==> config.mk <==
export PLATFORM = sky130hd
export DESIGN_NAME = stopwatch_dp
export DESIGN_NICKNAME = d
export VERILOG_FILES = /design/src/rtl/stopwatch_dp.sv
export SDC_FILE = /design/constraint.sdc
export NUM_CORES = 1
export LEC_CHECK = 0
export CELL_PAD_IN_SITES_DETAIL_PLACEMENT = 1
export CELL_PAD_IN_SITES_GLOBAL_PLACEMENT = 1
export CORE_UTILIZATION = 46
export DETAILED_ROUTE_END_ITERATION = 16
export PLACE_DENSITY_LB_ADDON = 0.1
export SKIP_LAST_GASP = 1
export SLEW_MARGIN = 10
export SYNTH_ARGS = -nofsm -noshare
export SYNTH_HDL_FRONTEND = slang
export SYNTH_SLANG_ARGS = --single-unit
==> constraint.sdc <==
create_clock -name clk -period 5.2 [get_ports clk]
set_clock_uncertainty 0.2 [all_clocks]
set_input_delay 1.04 -clock clk [delete_from_list [all_inputs] [get_ports clk]]
set_output_delay 1.04 -clock clk [all_outputs]
set_load 0.02 [all_outputs]
==> src/rtl/stopwatch_dp.sv <==
// Stopwatch datapath: 100 Hz tick divider feeding a cascaded
// centisecond / second / minute / hour counter with rollover pulse.
module stopwatch_dp #(
  parameter int unsigned TICK_DIV = 1_000_000,
  parameter int unsigned MSEC_MAX = 100,
  parameter int unsigned SEC_MAX  = 60,
  parameter int unsigned MIN_MAX  = 60,
  parameter int unsigned HOUR_MAX = 24
) (
  input  logic       clk,
  input  logic       rst,
  input  logic       i_runstop,
  input  logic       i_clear,
  output logic [6:0] o_msec,
  output logic [5:0] o_sec,
  output logic [5:0] o_min,
  output logic [4:0] o_hour,
  output logic       o_tick,
  output logic       o_wrap
);

  localparam int unsigned DIV_W  = $clog2(TICK_DIV);
  localparam int unsigned MSEC_W = 7;
  localparam int unsigned SEC_W  = 6;
  localparam int unsigned MIN_W  = 6;
  localparam int unsigned HOUR_W = 5;

  logic [DIV_W-1:0]  div_cnt_q, div_cnt_d;
  logic [MSEC_W-1:0] msec_q, msec_d;
  logic [SEC_W-1:0]  sec_q, sec_d;
  logic [MIN_W-1:0]  min_q, min_d;
  logic [HOUR_W-1:0] hour_q, hour_d;
  logic              tick_q, tick_d;
  logic              wrap_q, wrap_d;

  logic div_end_c, msec_end_c, sec_end_c, min_end_c, hour_end_c;

  assign div_end_c  = (div_cnt_q == DIV_W'(TICK_DIV - 1));
  assign msec_end_c = (msec_q == MSEC_W'(MSEC_MAX - 1));
  assign sec_end_c  = (sec_q == SEC_W'(SEC_MAX - 1));
  assign min_end_c  = (min_q == MIN_W'(MIN_MAX - 1));
  assign hour_end_c = (hour_q == HOUR_W'(HOUR_MAX - 1));

  // Next state: clear beats run beats hold; all carries ripple on the tick edge.
  always_comb begin
    div_cnt_d = div_cnt_q;
    msec_d    = msec_q;
    sec_d     = sec_q;
    min_d     = min_q;
    hour_d    = hour_q;
    tick_d    = 1'b0;
    wrap_d    = 1'b0;

    if (i_clear) begin
      div_cnt_d = '0;
      msec_d    = '0;
      sec_d     = '0;
      min_d     = '0;
      hour_d    = '0;
    end else if (i_runstop) begin
      if (!div_end_c) begin
        div_cnt_d = div_cnt_q + DIV_W'(1);
      end else begin
        div_cnt_d = '0;
        tick_d    = 1'b1;
        if (!msec_end_c) begin
          msec_d = msec_q + MSEC_W'(1);
        end else begin
          msec_d = '0;
          if (!sec_end_c) begin
            sec_d = sec_q + SEC_W'(1);
          end else begin
            sec_d = '0;
            if (!min_end_c) begin
              min_d = min_q + MIN_W'(1);
            end else begin
              min_d = '0;
              if (!hour_end_c) begin
                hour_d = hour_q + HOUR_W'(1);
              end else begin
                hour_d = '0;
                wrap_d = 1'b1;
              end
            end
          end
        end
      end
    end
  end

  always_ff @(posedge clk or negedge rst) begin
    if (!rst) begin
      div_cnt_q <= '0;
      msec_q    <= '0;
      sec_q     <= '0;
      min_q     <= '0;
      hour_q    <= '0;
      tick_q    <= 1'b0;
      wrap_q    <= 1'b0;
    end else begin
      div_cnt_q <= div_cnt_d;
      msec_q    <= msec_d;
      sec_q     <= sec_d;
      min_q     <= min_d;
      hour_q    <= hour_d;
      tick_q    <= tick_d;
      wrap_q    <= wrap_d;
    end
  end

  assign o_msec = msec_q;
  assign o_sec  = sec_q;
  assign o_min  = min_q;
  assign o_hour = hour_q;
  assign o_tick = tick_q;
  assign o_wrap = wrap_q;

endmodule

==> run_results.csv <==
group,metric,value,unit
status,status,"completed",
sta,tns,0,ns
logic_synthesis,synth_simple_gate_area_frac,0.309,
setup_path,cp.buffers_inverters,2,
sta,setup_viol,0,
drt,drc,0,
sta,finalCritPeriodShare,0.681,
power_and_ir_drop,netSwitchingFraction,0.217,
clock_network,postCtsSetupBuffers,0,
grt,overflow,0,
power_and_ir_drop,cellLeakagePower,1.19,nW
logic_synthesis,syn-cell-area,2480,sq um
drt,wl_per_cell,16.3,um
logic_synthesis,synth-compound-area-share,0.104,
setup_path,worstSetupPathType,"input port to flop",
cells_and_area,area_delta_synth_final,17.6,%
clock_network,root_buffer,"clkbuf_8",
drt,drt-met1-wl,2910,um
logic_synthesis,async_flop_share,1.00,
drt,routed_wl,6000,um
sta,hold_violations,0,
drt,ant_nets,0,
floorplan,core_area,5140,sq um
sta,timing.fmax,0.282,GHz
cells_and_area,nets,307,
setup_path,worstPathArrival,3.57,ns
logic_synthesis,synthMuxAreaShare,0.0202,
clock_network,cts_max_level,2,
logic_synthesis,syn_inst,272,
drt,vias,2175,
placement,dpl.hpwl,4250,um
setup_path,worstPathMaxFanout,15,
clock_network,cts.sinks,46,
clock_network,cts_inserted_buffers,5,
setup_path,start_kind,"input port",
floorplan,rows,26,
logic_synthesis,yosysWarnings,0,
sta,finalCriticalPeriod,3.54,ns
cells_and_area,final_cell_area,2920,sq um
grt,grt_pass1_vias,2046,
floorplan,die_h,75.5,um
power_and_ir_drop,power_frac_comb,0.035,
logic_synthesis,ys_ff_latch,46,
floorplan,die_w,75.5,um
drt,vias_per_cell,5.89,
logic_synthesis,netlist_top_cells_area,"dfrtp_1 (46%), nor2_1 (5.0%), a21oi_1 (4.2%), xor2_1 (4.2%), nand2_1 (3.6%)",
logic_synthesis,yosysUniqueCellTypes,37,
power_and_ir_drop,p_sw,140,uW
setup_path,worstPathCellList,"clkdlybuf4s50_1, inv_1, nor4b_2, nand2_2, or4_1, a21oi_1",
logic_synthesis,synth_nets,281,
logic_synthesis,synth_edf_count,0,
power_and_ir_drop,peakVddDrop,0.000109,V
sta,worstMarginPinSlew,1.04,ns
job,drv_cap,0,
logic_synthesis,yosys.area_share.adder,0.0252,
logic_synthesis,synthDominantCellAreaShare,0.463,
grt,grt_max_degree,47,
floorplan,die-area,5700,sq um
setup_path,cp_top_family,"simple AND/OR/NAND/NOR gates",
setup_path,slowest_stage,"clkdlybuf4s50_1",
setup_path,max_stage_delay,0.74,ns
logic_synthesis,synth_top_family_by_area,"simple AND/OR/NAND/NOR gates",
clock_network,cts_hold_buf,0,
power_and_ir_drop,power.density,222,nW/um^2
placement,dpl.cell_count,361,
sta,rsz0062_at_grt,"false",
placement,gp_congestion,0.796,
sta,maxSlewHeadroom,0.304,
logic_synthesis,syn_avg_cell_area,9.13,sq um
setup_path,cp.required,5.23,ns
clock_network,cts_tree,"done",
drt,wl_met3,191,um
clock_network,cts-resized-gates,0,
power_and_ir_drop,intPower,508,uW
clock_network,worstSkewPairLatency,0.31,ns
cells_and_area,instances_no_fill,369,
drt,top_layer_used,"met4",
power_and_ir_drop,pwr-share-clk,0.408,
cells_and_area,layout-drive-gt1-share,0.0435,
hold_path,hold_path.class,"flop to flop",
drt,drt_iter0_drc,83,
clock_network,clk_path_buf_depth,2,
floorplan,start_util,0.483,
logic_synthesis,synth_area_leader_cell,"dfrtp_1",
sta,drv_slew,0,
drt,met2WireLength,2830,um
placement,placed_area,2820,sq um
clock_network,cts.clk_slew.worst_paths,0.09,ns
logic_synthesis,synth-seq-area-share,0.463,
placement,portBuffers,29,
power_and_ir_drop,pwr-share-seq,0.557,
grt,antenna_found_initial,0,
grt,grt_pass1_wl,10000,um
logic_synthesis,synth_xor_area_frac,0.0494,
grt,grtUsageTotal,0.236,
cells_and_area,num-fill-cells,630,
logic_synthesis,synthFlopType,"dfrtp_1",
setup_path,cp-end-kind,"flop",
drt,drt_first_pass_iters,4,
cells_and_area,antennaDiodeCount,0,
floorplan,ios,30,
## area by class of cell
cell class	count	area (sq um)	area share
clock buffer	7	76.3	0.0261
clock inverter	1	30.0	0.0103
inverter	6	22.5	0.00771
multi-input combinational	209	1260	0.432
sequential	46	1150	0.394
tap	70	87.6	0.0300
timing repair buffer	30	293	0.100
## worst min-delay path, stage by stage, from the launching register on
cell and delay, ns:
dfrtp_1 0.41, nand2_1 0.07, a21oi_1 0.05
## cells in the final DEF, fill, tap and decap left out, types with 2 or more instances in the layout
cell type / Yosys / final
and4_1: 2 / 2
and2_1: 2 / 2
or4b_1: 2 / 2
o21ai_1: 7 / 7
and3_1: 9 / 9
o211ai_1: 2 / 2
or4_1: 3 / 3
inv_1: 6 / 6
clkbuf_1: 10 / 2
dfrtp_1: 46 / 46
o21ai_0: 7 / 7
xor2_1: 12 / 12
nor3_1: 2 / 2
clkdlybuf4s50_1: 0 / 28
mux2i_1: 5 / 5
nor2_1: 33 / 33
a31oi_1: 4 / 4
nand4b_1: 6 / 6
xnor2_1: 2 / 2
clkbuf_8: 0 / 5
nand3_1: 17 / 17
nand2_1: 24 / 24
or3_1: 7 / 7
nand3b_1: 3 / 3
nand4_1: 13 / 13
nand2b_1: 2 / 2
nor2b_1: 7 / 7
nor4_1: 3 / 3
a21oi_1: 21 / 21
o2111ai_1: 2 / 2
ha_1: 5 / 5
## layer usage
layer,track usage,vias to the layer above
li1,-,1032
met1,0.325,1101
met2,0.374,37
met3,0.0529,5
met4,0.0700,0
met5,0,-
## registers in the layout, indices dropped and copies added (netlist names)
signal / count
div_cnt_q: 20
o_sec: 6
o_hour: 5
o_min: 6
o_msec: 7
o_tick: 1
o_wrap: 1
## cells in the mapped netlist, types with 3 or more instances
cell type	count
a21oi_1	21
a31oi_1	4
and3_1	9
clkbuf_1	10
dfrtp_1	46
ha_1	5
inv_1	6
mux2i_1	5
nand2_1	24
nand3_1	17
nand3b_1	3
nand4_1	13
nand4b_1	6
nor2_1	33
nor2b_1	7
nor4_1	3
o21ai_0	7
o21ai_1	7
or3_1	7
or4_1	3
xor2_1	12
## power groups by stage
stage / Sequential, mW / Combinational (mW) / Clock, mW
finish: 0.361 / 0.0226 / 0.264
global route: 0.362 / 0.0261 / 0.284
CTS: 0.361 / 0.0235 / 0.271
detailed placement: 0.368 / 0.0234 / 0
global placement: 0.368 / 0.0226 / 0
floorplan: 0.368 / 0.0105 / 0
## kinds of logic (layout without fill, tap and decap cells)
logic type               count (synthesis)  in the layout
AO/OA/AOI/OAI                           46             46
XOR/XNOR                                14             14
adder cells (fa/ha/maj)                  5              5
buffers and inverters                   17             44
flip-flops                              46             46
multiplexers                             5              5
AND/OR/NAND/NOR                        139            139
## worst paths after layout
path / start / to / slack (ns) / depth (start not counted)
max in group asynchronous: rst / o_msec[3]$_DFFE_PN0P_ / 3.44 / 1
min in group asynchronous: rst / o_sec[4]$_DFFE_PN0P_ / 0.71 / 1
setup reg to reg: div_cnt_q[8]$_DFFE_PN0P_ / o_min[2]$_DFFE_PN0P_ / 2.25 / 5
setup / recovery: i_runstop / o_min[2]$_DFFE_PN0P_ / 1.66 / 6
hold reg to reg: o_msec[1]$_DFFE_PN0P_ / o_msec[1]$_DFFE_PN0P_ / 0.36 / 2
hold / removal: o_msec[1]$_DFFE_PN0P_ / o_msec[1]$_DFFE_PN0P_ / 0.36 / 2
## stage by stage
stage | hold slack (ns) | setup WS [ns] | power (mW) | util
final | 0.363 | 1.66 | 0.648 | 0.568
after global routing | 0.396 | 1.45 | 0.672 | 0.568
after CTS | 0.367 | 1.67 | 0.656 | 0.568
after detailed placement | 0.348 | 1.35 | 0.392 | 0.548
after global placement | 0.322 | 1.50 | 0.391 | 0.548
after floorplan | 0.296 | 2.64 | 0.378 | -
Note: power is estimated with default switching activity, not from simulation.
